[src/rtl/hazard_stall_ctrl_pkg.sv]
// Opcode/funct constants, destination-select encodings and MD types
// shared by the stall controller and the MD busy FSM.
package mips_defs;

  localparam logic [5:0] OP_RTYPE = 6'b000000;
  localparam logic [5:0] OP_J     = 6'b000010;
  localparam logic [5:0] OP_JAL   = 6'b000011;
  localparam logic [5:0] OP_BEQ   = 6'b000100;
  localparam logic [5:0] OP_BNE   = 6'b000101;
  localparam logic [5:0] OP_LUI   = 6'b001111;
  localparam logic [5:0] OP_LW    = 6'b100011;
  localparam logic [5:0] OP_SW    = 6'b101011;

  localparam logic [5:0] FN_MFHI  = 6'b010000;
  localparam logic [5:0] FN_MTHI  = 6'b010001;
  localparam logic [5:0] FN_MFLO  = 6'b010010;
  localparam logic [5:0] FN_MTLO  = 6'b010011;
  localparam logic [5:0] FN_MULT  = 6'b011000;
  localparam logic [5:0] FN_MULTU = 6'b011001;
  localparam logic [5:0] FN_DIV   = 6'b011010;
  localparam logic [5:0] FN_DIVU  = 6'b011011;

  localparam logic [1:0] A3_RD = 2'b00;
  localparam logic [1:0] A3_RT = 2'b01;
  localparam logic [1:0] A3_RS = 2'b10;
  localparam logic [1:0] A3_RA = 2'b11;

  typedef enum logic [1:0] {
    MD_MULT  = 2'b00,
    MD_MULTU = 2'b01,
    MD_DIV   = 2'b10,
    MD_DIVU  = 2'b11
  } md_op_e;

  typedef enum logic {
    MD_IDLE = 1'b0,
    MD_BUSY = 1'b1
  } md_state_e;

  function automatic logic [4:0] a3_dec(
    input logic [31:0] ir,
    input logic [1:0]  sel
  );
    logic [4:0] a3;
    a3 = ir[15:11];
    case (sel)
      A3_RD:   a3 = ir[15:11];
      A3_RT:   a3 = ir[20:16];
      A3_RS:   a3 = ir[25:21];
      default: a3 = 5'd31;
    endcase
    return a3;
  endfunction

endpackage

[src/rtl/hazard_stall_ctrl_md_busy_fsm.sv]
// IDLE/BUSY sequencer for the shared HI/LO multiply/divide unit:
// loads the busy count on start and flags the final busy cycle.
module md_busy_fsm
  import mips_defs::*;
#(
  parameter int unsigned MULT_CYCLES = 5,
  parameter int unsigned DIV_CYCLES  = 10
) (
  input  logic clk,
  input  logic reset_n,
  input  logic start_i,
  input  logic is_div_i,
  output logic busy_o,
  output logic done_o
);

  localparam logic [3:0] MULT_LD = 4'(MULT_CYCLES);
  localparam logic [3:0] DIV_LD  = 4'(DIV_CYCLES);

  md_state_e  state_q, state_d;
  logic [3:0] cnt_q, cnt_d;

  always_ff @(posedge clk or negedge reset_n) begin
    if (!reset_n) begin
      state_q <= MD_IDLE;
      cnt_q   <= 4'd0;
    end else begin
      state_q <= state_d;
      cnt_q   <= cnt_d;
    end
  end

  always_comb begin
    state_d = state_q;
    cnt_d   = cnt_q;
    busy_o  = 1'b0;
    done_o  = 1'b0;
    unique case (state_q)
      MD_IDLE: begin
        if (start_i) begin
          state_d = MD_BUSY;
          cnt_d   = is_div_i ? DIV_LD : MULT_LD;
        end
      end
      MD_BUSY: begin
        busy_o = 1'b1;
        if (cnt_q == 4'd1) begin
          done_o  = 1'b1;
          state_d = MD_IDLE;
          cnt_d   = 4'd0;
        end else begin
          cnt_d = cnt_q - 4'd1;
        end
      end
    endcase
  end

endmodule

[src/rtl/hazard_stall_ctrl.sv]
// Pipeline freeze decisions the forwarding network cannot resolve:
// load-use, branch operands in D, and HI/LO unit occupancy.
module hazard_stall_ctrl
  import mips_defs::*;
#(
  parameter int unsigned MULT_CYCLES = 5,
  parameter int unsigned DIV_CYCLES  = 10
) (
  input  logic        clk,
  input  logic        reset_n,
  input  logic [31:0] IR_D,
  input  logic [31:0] IR_E,
  input  logic [31:0] IR_M,
  input  logic        RWE_E,
  input  logic        RWE_M,
  input  logic [1:0]  A3sel_E,
  input  logic [1:0]  A3sel_M,
  output logic        stall,
  output logic        en_PC,
  output logic        en_D,
  output logic        clr_E,
  output logic        md_start,
  output logic [1:0]  md_op,
  output logic        md_busy,
  output logic        md_done,
  output logic [15:0] stall_cnt
);

  logic [5:0] op_d, op_e, op_m, fn_d, fn_e;
  logic [4:0] rs_d, rt_d, a3_e, a3_m;
  logic       is_mfx_d, use_rs, use_rt, is_br_d;
  logic       dst_e_ok, dst_m_ok, hit_e, br_hit_e, br_hit_m;
  logic       load_use, br_e, br_m, md_d, md_e, md_use;
  logic [15:0] stall_cnt_q, stall_cnt_d;
  logic       unused_ir;

  assign op_d = IR_D[31:26];
  assign op_e = IR_E[31:26];
  assign op_m = IR_M[31:26];
  assign fn_d = IR_D[5:0];
  assign fn_e = IR_E[5:0];
  assign rs_d = IR_D[25:21];
  assign rt_d = IR_D[20:16];

  assign unused_ir = ^{IR_D[15:6], IR_E[10:6], IR_M[10:0]};

  assign is_mfx_d = (op_d == OP_RTYPE) &&
                    (fn_d == FN_MFHI || fn_d == FN_MFLO);
  assign use_rs = !(op_d == OP_J || op_d == OP_JAL ||
                    op_d == OP_LUI || is_mfx_d);
  assign use_rt = op_d == OP_RTYPE || op_d == OP_BEQ ||
                  op_d == OP_BNE || op_d == OP_SW;
  assign is_br_d = op_d == OP_BEQ || op_d == OP_BNE;

  // A3 == 0 marks "no destination", so $0 sources never match.
  assign a3_e     = a3_dec(IR_E, A3sel_E);
  assign a3_m     = a3_dec(IR_M, A3sel_M);
  assign dst_e_ok = RWE_E && (a3_e != 5'd0);
  assign dst_m_ok = RWE_M && (a3_m != 5'd0);

  assign hit_e = dst_e_ok &&
                 ((use_rs && rs_d == a3_e) ||
                  (use_rt && rt_d == a3_e));
  assign br_hit_e = dst_e_ok && (rs_d == a3_e || rt_d == a3_e);
  assign br_hit_m = dst_m_ok && (rs_d == a3_m || rt_d == a3_m);

  assign load_use = (op_e == OP_LW) && hit_e;
  assign br_e     = is_br_d && br_hit_e;
  assign br_m     = is_br_d && (op_m == OP_LW) && br_hit_m;

  assign md_d = (op_d == OP_RTYPE) &&
                (fn_d[5:2] == 4'b0100 || fn_d[5:2] == 4'b0110);
  assign md_e = (op_e == OP_RTYPE) && (fn_e[5:2] == 4'b0110);

  assign md_start = reset_n && md_e && !md_busy;
  assign md_op    = fn_e[1:0];
  assign md_use   = md_d && (md_busy || md_start);

  assign stall = load_use || br_e || br_m || md_use;
  assign en_PC = ~stall;
  assign en_D  = ~stall;
  assign clr_E = stall;

  md_busy_fsm #(
    .MULT_CYCLES(MULT_CYCLES),
    .DIV_CYCLES (DIV_CYCLES)
  ) u_md_fsm (
    .clk     (clk),
    .reset_n (reset_n),
    .start_i (md_start),
    .is_div_i(fn_e[1]),
    .busy_o  (md_busy),
    .done_o  (md_done)
  );

  always_comb begin
    stall_cnt_d = stall_cnt_q;
    if (stall && stall_cnt_q != 16'hFFFF)
      stall_cnt_d = stall_cnt_q + 16'd1;
  end

  always_ff @(posedge clk or negedge reset_n) begin
    if (!reset_n) stall_cnt_q <= 16'd0;
    else          stall_cnt_q <= stall_cnt_d;
  end

  assign stall_cnt = stall_cnt_q;

endmodule

[config.mk]
export PLATFORM = sky130hd
export DESIGN_NAME = hazard_stall_ctrl
export DESIGN_NICKNAME = d
export VERILOG_FILES = /design/src/rtl/hazard_stall_ctrl_pkg.sv /design/src/rtl/hazard_stall_ctrl_md_busy_fsm.sv /design/src/rtl/hazard_stall_ctrl.sv
export SDC_FILE = /design/constraint.sdc
export NUM_CORES = 1
export LEC_CHECK = 0
export CAP_MARGIN = 20
export CORE_MARGIN = 2
export CORE_UTILIZATION = 39
export DETAILED_ROUTE_END_ITERATION = 10
export PLACE_DENSITY = 0.88
export SYNTH_ARGS = -nofsm -noshare
export SYNTH_HDL_FRONTEND = slang
export SYNTH_SLANG_ARGS = --single-unit
[constraint.sdc]
create_clock -name clk -period 4.89 [get_ports clk]
set_input_delay 0.978 -clock clk [delete_from_list [all_inputs] [get_ports clk]]
set_output_delay 0.978 -clock clk [all_outputs]
set_load 0.005 [all_outputs]
; After elaboration in Yosys (flattened, before gate mapping)
; Cells that the tools add are included.
[classes]
add_sub_neg = 2
n_eq_ne = 24
n_mux = 12
bitwise_logic = 2
n_reduce_logical = 42
[op_table]
columns = cell, count
row1 = 5-bit one-hot mux with 3 select lines, 2
row2 = 5-bit equality test, 4
row3 = "6-bit equality test, second input constant", 3
row4 = 1-bit logical AND, 18
row5 = "16-bit by 1-bit adder with 16-bit output, second input constant", 1
row6 = 1-bit logical OR, 16
row7 = "16-bit != test, second input constant", 1
row8 = "4-bit by 3-bit equality test with 1-bit output, second input constant", 3
row9 = "6-bit by 2-bit equality test with 1-bit output, second input constant", 2
row10 = "6-bit by 3-bit equality test with 1-bit output, second input constant", 2
row11 = "6-bit by 5-bit equality test with 1-bit output, second input constant", 2
row12 = 6-bit zero test, 2
row13 = 4-bit 2-to-1 mux, 3
row14 = 5-bit nonzero test, 2
row15 = 4-bit one-hot mux with 2 select lines, 1
row16 = "6-bit by 4-bit equality test with 1-bit output, second input constant", 1
row17 = 1-bit 2-to-1 mux, 5
row18 = "2-bit by 1-bit equality test with 1-bit output, second input constant", 2
row19 = "2-bit equality test, second input constant", 2
row20 = "4-bit by 1-bit equality test with 1-bit output, second input constant", 1
row21 = 2-bit zero test, 2
row22 = "4-bit by 1-bit subtractor with 4-bit output, second input constant", 1
row23 = 1-bit zero test, 2
row24 = "2-bit != test, second input constant", 1
row25 = other kinds (2), 3
[word_totals]
reg_bits = 21
in_bits = 104
elab_cells = 85

; Logic depth before layout (Yosys ltp)
[depth]
depth_word = 13
ltp_mapped = 11
ltp_nobuf = 9

; Hierarchy
; Synthesis repeated with hierarchy kept, for this count alone.
[unflattened]
cells_unflattened = 217
hier_area_um2 = 1946.9
[modules_own_cells]
columns = module, n_inst, cells_each, area_per_inst_um2, seq_area_each_um2
row1 = hazard_stall_ctrl, 1, 186, 1657.8, 400.4
row2 = md_busy_fsm, 1, 31, 289.0, 125.1

; Worst setup path after synthesis
; OpenSTA, ideal clock, no wires.
[synth_path]
path_kind = input port to output port
startpoint = in A3sel_E[1]
endpoint = out stall
t_arrival_ns = 2.875
t_required_ns = 3.912
setup_slack_ns = 1.037
cell_stages = 9
path_buffers = 3
cell_sequence = buf_2 mux2i_2 o41ai_1 or4_1 or3_1 and3_4 inv_6 buf_6 buf_4
[synth_between]
elab_chain_len = 10
word_cells_on_any_way = 19
[synth_lines]
columns = item, line
row1 = from (decl), hazard_stall_ctrl.sv:16  ; input logic [1:0] A3sel_E,
row2 = 2-bit equality test (tied with other cells), hazard_stall_ctrl_pkg.sv:46  ; case (sel)
row3 = 5-bit one-hot mux with 3 select lines *, hazard_stall_ctrl_pkg.sv:46
row4 = "5-bit equality test, on equally long branches", "hazard_stall_ctrl.sv:62, hazard_stall_ctrl.sv:64, hazard_stall_ctrl.sv:63"
row5 = "1-bit logical AND, on equally long branches", "hazard_stall_ctrl.sv:62, hazard_stall_ctrl.sv:63"
row6 = 1-bit logical OR, hazard_stall_ctrl.sv:62  ; ((use_rs && rs_d == a3_e) ||
row7 = 1-bit logical AND, hazard_stall_ctrl.sv:61  ; assign hit_e = dst_e_ok &&
row8 = 1-bit logical AND, hazard_stall_ctrl.sv:67  ; assign load_use = (op_e == OP_LW) && hit_e;
row9 = 1-bit logical OR * (3 in a row), hazard_stall_ctrl.sv:79  ; assign stall = load_use || br_e || br_m || md_use;
row10 = to (decl), hazard_stall_ctrl.sv:18  ; output logic stall,
; Every way passes the cells marked *; elsewhere a longest branch is shown, timed or not.

; Final worst setup path
[layout_path]
startpoint = in A3sel_E[0]
endpoint = out stall
; Same word-level chain as after synthesis.

==> results by group <==
Floorplanning
  • Number of cell rows: 25
  • Die X-Extent: 73.3 um
  • Die area: 5370 um^2
  • Core area: 4660 um^2
  • Die Y-Extent: 73.3 um
  • Starting Density: 40.1%
  • Ports: 129

Layout
  • Final net count: 421
  • Inserted Diodes: 0
  • Most frequent cells in the layout: 98 x clkdlybuf4s50_1, 21 x dfrtp_1, 19 x xnor2_1
  • Area grow syn2layout: 59.1%
  • Most common library cell in the layout ignoring fill and taps: clkdlybuf4s50_1
  • Register area: 526 um^2
  • Finished Cell Area: 2980 um^2
  • Final core occ: 63.8%
  • Fraction of layout cells with a size suffix above 1: 7.03%
  • FILL cells: 397
  • Area of the multi-input gates: 1240 um^2

Clocking
  • Clock root buffer: clkbuf_8
  • Setup bufs post-CTS: 0
  • CTS Buffer Depth: 2
  • CTS resizes: 0
  • Clock tree sinks: 21
  • Clock Latency Late Sink: 0.27 ns
  • H-tree levels: 1
  • CTS Hold Bufs: 0
  • TritonCTS clock tree: done
  • Clk slew on worst S/H paths: 0.08 ns
  • Num CTS Buffers: 3

Timing
  • Slew Viols, Final: 0
  • Clock Skews: 0.00420 ns
  • Final setup viols: 0
  • Setup total negative slack: 0 ns
  • RSZ-0062 raised after global routing: no
  • Max Fclk: 214 MHz
  • Worst-margin pin slew: 0.476 ns
  • Final WS setup: 0.212 ns
  • Min cycle time layout: 4.68 ns
  • Fin crit share: 95.7%
  • Slew headroom: 67.8%
  • Hold Fails Final Rpt: 0

Placed design
  • Dpl ws: 0.134 ns
  • Routability Congestion: 0.840
  • Detailed Place HPWL: 4230 um
  • Port Buffer Count: 99
  • Post-DP Area: 2930 um^2

Power and ir drop
  • Pwr/cell area: 174 nW/um^2
  • Clock power share: 22.7%
  • Internal power: 365 uW
  • Leak: 1.20 nW
  • Seq pwr share: 40.3%
  • Net Sw Frac: 29.7%
  • Comb pwr share: 37.0%
  • VDD IR max: 0.0905 mV
  • Switching power: 154 uW
  • Total power: 519 uW

Synthesis
  • Post-synthesis compound-gate area fraction: 8.76%
  • Largest family of logic cells by synthesized area: simple AND/OR/NAND/NOR gates
  • Syn nets: 320
  • Post-synthesis sequential area ratio: 28.1%
  • Mux cell area share after synthesis: 11.2%
  • Synthesis warning total: 0
  • Synth Area in Adders: 2.01%
  • Syn_area_per_cell: 8.78 um^2
  • Library cells used by synthesis: 48
  • Flops & latches, synth: 21
  • Mapped Area: 1870 um^2
  • Simple-Gate Fraction of Synth Area: 29.0%
  • Mapped Cells: 213
  • XOR/XNOR Fraction of Synth Area: 15.5%

Hold path
  • Hold WC Path Type: reg -> reg

Global routing
  • Gr usage total: 19.7%
  • Pin count of the biggest net entering global routing: 22
  • Global-route wire length before repair: 8460 um
  • Vias in the first global route: 2,000
  • Initial antenna violation count: 0
  • Total grt overflow: 0

Setup path
  • WS Path Type: in -> out
  • Arr. time, crit path: 3.70 ns
  • Sum of buffers and inverters on the critical path: 4
  • CP max stage delay: 0.51 ns
  • Crit path launch type: input port
  • Flop-to-flop setup slack: 2.55 ns
  • Crit. End Element: output pin
  • Critical-path maximum fanout: 13
  • Delay-heaviest family, CP: buffers and inverters
  • R2R cell count: 7
  • CP dominant cell by count: clkdlybuf4s50_1
  • Crit path capture: stall
  • FF-to-FF End: stall_cnt[1]$_DFFE_PN0P_
  • Crit Reg-Reg Startpoint: stall_cnt[2]$_DFFE_PN0P_
  • CP max stage cell: or4_1
  • Worst setup path startpoint: A3sel_E[0]
  • Critical path, cell by cell: clkdlybuf4s50_1, buf_12, nor4b_1, a211oi_1, o41ai_1, or4_1, or3_1, and3_4, inv_6, clkdlybuf4s50_1
  • Cell depth of the worst setup path: 10
  • Crit path required time: 3.91 ns

Drt
  • Routed WL: 5030 um
  • Post-DR vias/cell: 5.51
  • First drt pass iteration count: 4
  • Antenna-violating nets left: 0
  • Routed vias: 2,022
  • DRC: 0
  • Initial DRC count: 124
  • Wire per inst: 13.7 um

Status
  • Status: finished, final reports clean

Run
  • Max-Cap Viols: 0
## sequential cells by signal (all words and copies together), names as in the netlist
name	cells
stall_cnt	16
u_md_fsm.state_q	1
u_md_fsm.cnt_q	4
## final cells by class
class                      count  share of cell area, %
sequential                    21                   17.7
clock buffer                   3                   1.39
tap                           54                   2.27
inverter                       6                  0.925
multi-input combinational    175                   41.8
clock inverter                 1                  0.168
timing repair buffer         107                   35.8
## cell usage after synthesis, drive strengths merged
cell type / instances / area (um^2)
a211o: 1 / 8.76
a211oi: 2 / 15.0
a21oi: 6 / 30.0
a221oi: 1 / 8.76
a22o: 1 / 8.76
a31oi: 2 / 12.5
and2: 2 / 12.5
and3: 6 / 42.5
and4: 1 / 8.76
buf: 10 / 71.3
clkbuf: 1 / 3.75
dfrtp: 21 / 526
ha: 3 / 37.5
inv: 6 / 27.5
mux2: 3 / 37.5
mux2i: 16 / 171
nand2: 10 / 40.0
nand2b: 2 / 12.5
nand3: 14 / 70.1
nand4: 10 / 68.8
nand4b: 3 / 26.3
nor2: 17 / 63.8
nor2b: 1 / 6.26
nor3: 7 / 35.0
nor3b: 5 / 42.5
nor4: 6 / 37.5
nor4b: 4 / 35.0
o211a: 1 / 10.0
o21ai: 8 / 40.0
o21bai: 2 / 15.0
o22ai: 1 / 6.26
o41ai: 1 / 8.76
or3: 3 / 18.8
or4: 3 / 22.5
xnor2: 19 / 166
xor2: 14 / 123
## routing by layer
layer	global-route usage, %	vias to the layer above	wire length (um)
li1	-	978	-
met1	22.7	950	2090
met2	36.0	81	2540
met3	2.06	13	266
met4	9.05	0	143
met5	0	-	0
## power by group through the flow
stage / clock network, mW / registers, mW / logic (mW)
6_report: 0.118 / 0.209 / 0.192
5_1_grt: 0.125 / 0.212 / 0.212
4_1_cts: 0.115 / 0.208 / 0.193
3_5_place_dp: 0 / 0.211 / 0.193
3_3_place_gp: 0 / 0.210 / 0.186
2_1_floorplan: 0 / 0.206 / 0.0966
## stage by stage
step	hold slack [ns]	cells
6_report	0.502	367
5_1_grt	0.534	367
4_1_cts	0.505	367
3_5_place_dp	0.494	363
3_3_place_gp	0.486	363
2_1_floorplan	0.478	213
## kinds of logic (layout without fill, tap and decap cells)
family	count (synthesis)	count (layout)
compound gates	26	26
xor+xnor	33	33
fa+ha+maj	3	3
buf+inv	17	117
flops	21	21
mux	19	19
simple gates	94	94
## worst min path at each step
stage,from,endpoint,cells after the start
finish,stall_cnt[4]$_DFFE_PN0P_,stall_cnt[4]$_DFFE_PN0P_,1
global route,stall_cnt[4]$_DFFE_PN0P_,stall_cnt[4]$_DFFE_PN0P_,1
floorplan,stall_cnt[10]$_DFFE_PN0P_,stall_cnt[10]$_DFFE_PN0P_,1
CTS,stall_cnt[7]$_DFFE_PN0P_,stall_cnt[7]$_DFFE_PN0P_,1
detailed placement,stall_cnt[7]$_DFFE_PN0P_,stall_cnt[7]$_DFFE_PN0P_,1
global placement,stall_cnt[7]$_DFFE_PN0P_,stall_cnt[7]$_DFFE_PN0P_,1
Note: power is estimated with default switching activity, not from simulation.
